### src/rtl/configs_loader.sv
// Configuration loader: accepts config words over a valid/ready stream and
// writes each one into an external bank of transparent latches. Every word
// passes through SETUP (data settles), STROBE (single one-hot enable) and
// HOLD (enable released, data still held) so the latches see a clean,
// glitch-free write.
module configs_loader #(
  parameter int NUM_WORDS = 23,
  parameter int WORD_W    = 32
) (
  input  logic                 clk,
  input  logic                 reset,
  input  logic                 io_start,
  input  logic                 io_abort,
  input  logic                 io_in_valid,
  input  logic [WORD_W-1:0]    io_in_data,
  output logic                 io_in_ready,
  output logic [WORD_W-1:0]    io_d_out,
  output logic [NUM_WORDS-1:0] io_configs_en,
  output logic                 io_busy,
  output logic                 io_done,
  output logic [4:0]           io_word_idx
);

  localparam logic [4:0] LAST_IDX = 5'(NUM_WORDS - 1);

  typedef enum logic [2:0] {
    S_IDLE,
    S_WAIT_DATA,
    S_SETUP,
    S_STROBE,
    S_HOLD,
    S_DONE
  } state_t;

  state_t                r_state;
  state_t                w_state_next;
  logic [WORD_W-1:0]     r_d_out;
  logic [WORD_W-1:0]     w_d_out_next;
  logic [NUM_WORDS-1:0]  r_en;
  logic [NUM_WORDS-1:0]  w_en_next;
  logic [4:0]            r_word_idx;
  logic [4:0]            w_idx_next;
  logic [NUM_WORDS-1:0]  w_one;

  assign w_one = {{(NUM_WORDS-1){1'b0}}, 1'b1};

  // State register plus the flopped latch-bank drivers (data bus and enables).
  // NOTE: sequential state uses non-blocking assignments so every flop samples
  // pre-edge values; the data bus is reset too because it drives real latches
  // and must come up at a known value, unlike a plain pipeline register.
  always_ff @(posedge clk or posedge reset) begin
    if (reset) begin
      r_state    <= S_IDLE;
      r_d_out    <= '0;
      r_en       <= '0;
      r_word_idx <= '0;
    end else begin
      r_state    <= w_state_next;
      r_d_out    <= w_d_out_next;
      r_en       <= w_en_next;
      r_word_idx <= w_idx_next;
    end
  end

  // Next-state, next data bus, next index and next enable pattern.
  // NOTE: every signal assigned here gets a default first, so no path through
  // the case can leave one unassigned and infer a latch.
  always_comb begin
    w_state_next = r_state;
    w_d_out_next = r_d_out;
    w_idx_next   = r_word_idx;

    if (io_abort) begin
      // Abort beats every other transition, including start while idle.
      w_state_next = S_IDLE;
    end else begin
      case (r_state)
        S_IDLE: begin
          if (io_start) begin
            w_state_next = S_WAIT_DATA;
            w_idx_next   = '0;
          end
        end
        S_WAIT_DATA: begin
          if (io_in_valid) begin
            w_d_out_next = io_in_data;
            w_state_next = S_SETUP;
          end
        end
        S_SETUP:  w_state_next = S_STROBE;
        S_STROBE: w_state_next = S_HOLD;
        S_HOLD: begin
          if (r_word_idx == LAST_IDX) begin
            w_state_next = S_DONE;
          end else begin
            w_idx_next   = r_word_idx + 5'd1;
            w_state_next = S_WAIT_DATA;
          end
        end
        S_DONE:   w_state_next = S_IDLE;
        default:  w_state_next = S_IDLE;
      endcase
    end

    // Enable is computed one cycle ahead so the flop output is high exactly
    // while the FSM sits in STROBE; the index is stable from SETUP onwards.
    w_en_next = (w_state_next == S_STROBE) ? (w_one << r_word_idx) : '0;
  end

  assign io_d_out      = r_d_out;
  assign io_configs_en = r_en;
  assign io_word_idx   = r_word_idx;
  assign io_in_ready   = (r_state == S_WAIT_DATA);
  assign io_busy       = (r_state == S_WAIT_DATA) || (r_state == S_SETUP) ||
                         (r_state == S_STROBE)    || (r_state == S_HOLD);
  assign io_done       = (r_state == S_DONE);

endmodule

### config.mk
export PLATFORM = sky130hd
export DESIGN_NAME = configs_loader
export DESIGN_NICKNAME = d
export VERILOG_FILES = /design/src/rtl/configs_loader.sv
export SDC_FILE = /design/constraint.sdc
export NUM_CORES = 1
export LEC_CHECK = 0
export ABC_AREA = 1
export BUFFER_PORTS_ARGS = -buffer_cell sky130_fd_sc_hd__buf_2
export CAP_MARGIN = 10
export CORE_ASPECT_RATIO = 1.5
export CORE_MARGIN = 4
export CORE_UTILIZATION = 49
export DETAILED_ROUTE_END_ITERATION = 7
export HOLD_SLACK_MARGIN = 0.06
export PLACE_DENSITY = 0.9
export SYNTH_ARGS = -nofsm -noshare
export SYNTH_HDL_FRONTEND = slang
export SYNTH_SLANG_ARGS = --single-unit
### constraint.sdc
create_clock -name clk -period 3 [get_ports clk]
set_input_delay 0.9 -clock clk [delete_from_list [all_inputs] [get_ports clk]]
set_output_delay 0.9 -clock clk [all_outputs]
set_load 0.01 [all_outputs]
==> impl_metrics.toml <==
[drt]
via_count = 2113
drt_iter0_drc = 126
remaining_drc_errors = 0
ant_nets = 0
viasPerCell = 4.71
wl_per_cell_um = 12.6
drt_wl_total_um = 5670
firstDrtPassIters = 4

[clock_network]
htreeDepth = 3
clock-root-buffer = "clkbuf_8"
cts.sinks = 63
hold_buffers = 0
cts_resized = 0
clkSlewWorstSetupHoldPaths_ns = 0.06
clk_latency_ns = 0.33
cts_setup_buffers = 0
cts_made_buffers = 9
cts_buffer_depth = 2
cts_tree = "done"

[logic_synthesis]
yosys_most_used_dff = "dfrtp_1"
yosysWarnings = 0
synth.area.mux_share = 0
netlist.top_cell.by_area = "dfrtp_1"
ys_seq_area_frac = 0.589
synth_top_area_frac = 0.589
yosys.area_share.simple = 0.164
syn-cell-area_um2 = 2680
synth-compound-area-share = 0.121
synth_top_family_by_area = "simple AND/OR/NAND/NOR gates"
netlist_top_cells_count = "63 x dfrtp_1, 51 x nand2_1, 43 x inv_1"
synth_fa_ha_area_frac = 0.0281
synth_area_leaders = "dfrtp_1 59%, o21ai_2 9.8%, nand2_1 7.2%"
yosysMostFrequentCell = "dfrtp_1"
netlist_instances = 271
ys_ff_latch = 63
syn_area_per_cell_um2 = 9.88
syn-num-nets = 314
yosysUniqueCellTypes = 20
async_flop_share = 1.00
synth_edf_count = 0
yosys.area_share.xor_xnor = 0.00327

[floorplan]
std_cell_rows = 32
coreArea_um2 = 5200
dieArea_um2 = 6730
die_h_um = 98.5
start_util = 0.514
num_io_pins = 100
die_x_um = 68.3

[grt]
grt_pass1_wl_um = 9090
antenna_found_initial = 0
grt_overflow = 0
grtUsageTotal = 0.182
first_global_vias = 2000
grt_max_degree = 64

[sta]
fin_tns_setup_ns = 0
period_share = 0.731
holdWs_ns = 0.478
slew_headroom = 0.606
max_freq_ghz = 0.456
finClkSkew_ns = 0.0127
rsz0062_at_grt = "false"
worst_slew_pin_slew_ns = 0.590
finalMaxSlewViolations = 0
finalSetupViolCount = 0
hold_violations = 0
post-route-min-period_ns = 2.19

[worst_setup_path]
critical_path.slowest_cell = "dfrtp_1"
cp.arrival_ns = 1.29
cp_cell_sequence = "nor2_1 > xor2_1 > buf_2"
crit_fanout = 7
path_buf_inv = 1
critPathMaxStageDelay_ns = 0.45
endpoint_kind = "primary output"
cp_top_family = "flip-flops"
critical_path_class = "flop to primary output"
required_ns = 2.10
critical_path.startpoint_type = "flop"

[power]
power_leakage_nw = 1.95
vdd_drop_max_v = 0.000361
powerDensity_nw_per_um2 = 676

[flow_run]
drv_cap = 0

[finish]
fillers = 443
drive_gt1_frac = 0.402
n_antenna_cell = 0
layout.nets = 420
area_growth_pct = 27.0

[placed_design]
gp_congestion = 0.752
hpwl_um = 4300
io_buffer_count = 99

[min_path]
hp-class = "flop to flop"

[run_status]
status = "complete, no violations"
==> metrics by stage <==
step	power [mW]	setup WS, ns	util	cells	cell area [um^2]
finish	2.30	0.808	0.653	449	3400
global route	2.44	0.697	0.653	449	3400
CTS	2.33	0.785	0.653	449	3400
detailed placement	1.66	0.762	0.618	434	3220
global placement	1.63	0.803	0.618	434	3220
floorplan	1.43	0.530	-	271	2680
==> worst register-to-register path, stage by stage (launching register included) <==
cell and delay (ns):
dfrtp_1 0.44, inv_1 0.11, nand4_1 0.11, or2_2 0.54, buf_4 0.30, nand2_1 0.09, o21ai_2 0.05
==> final timing paths <==
| path | startpoint | endpoint | slack [ns] | cells past startpoint |
|---|---|---|---|---|
| max | r_state[0] | io_busy | 0.81 | 3 |
| min | io_d_out[18] | io_d_out[18] | 0.48 | 2 |
| max reg2reg | r_state[1] | io_d_out[7] | 1.23 | 6 |
| min reg2reg | io_d_out[18] | io_d_out[18] | 0.48 | 2 |
| max in group asynchronous | reset | io_d_out[11] | 2.09 | 3 |
| min in group asynchronous | reset | io_d_out[21] | 0.63 | 3 |
==> final cells by class <==
type,instances,area (um^2),area share
repair buffers,103,538,0.158
well taps,68,85.1,0.0250
flip-flops and latches,63,1580,0.464
clock buffers,12,165,0.0486
multi-input cells,154,845,0.248
clock inverters,3,17.5,0.00515
inverters,46,173,0.0508
==> report_power, final <==
group	switching (mW)	internal (mW)
Combinational	0.312	0.240
Sequential	0.0862	0.998
Clock	0.302	0.360
==> cells in the final DEF (no fill, tap or decap) <==
master and instances:
nor2_1 28, inv_1 42, buf_4 3, o21ai_0 5
clkinvlp_4 1, nand4_1 4, buf_2 99, a31oi_1 1
inv_2 3, nand3_1 20, clkbuf_8 12, xor2_1 1
dfrtp_1 63, nand2_1 51, nor3_1 2, a21oi_2 1
or2_2 1, ha_1 6, a21oi_1 2, clkinv_2 2
o21ai_2 30, o21ai_1 2, clkinv_1 1, buf_12 1
==> state kept, by name (all words and copies together), names as in the netlist <==
signal,flops
io_d_out,32
r_state,3
io_word_idx,5
io_configs_en,23
==> kinds of logic after synthesis <==
logic type	after synthesis
buffers and inverters	54
flip-flops	63
adder cells (fa/ha/maj)	6
AO/OA/AOI/OAI	41
AND/OR/NAND/NOR	106
XOR/XNOR	1
==> per-layer routing <==
layer / routed length, um / vias to the layer above / global-route usage
li1: - / 1054 / -
met1: 2250 / 979 / 0.210
met2: 2940 / 68 / 0.299
met3: 370 / 12 / 0.0547
met4: 110 / 0 / 0.0888
met5: 0 / - / 0
No activity file was read; power rests on OpenSTA's default activity.
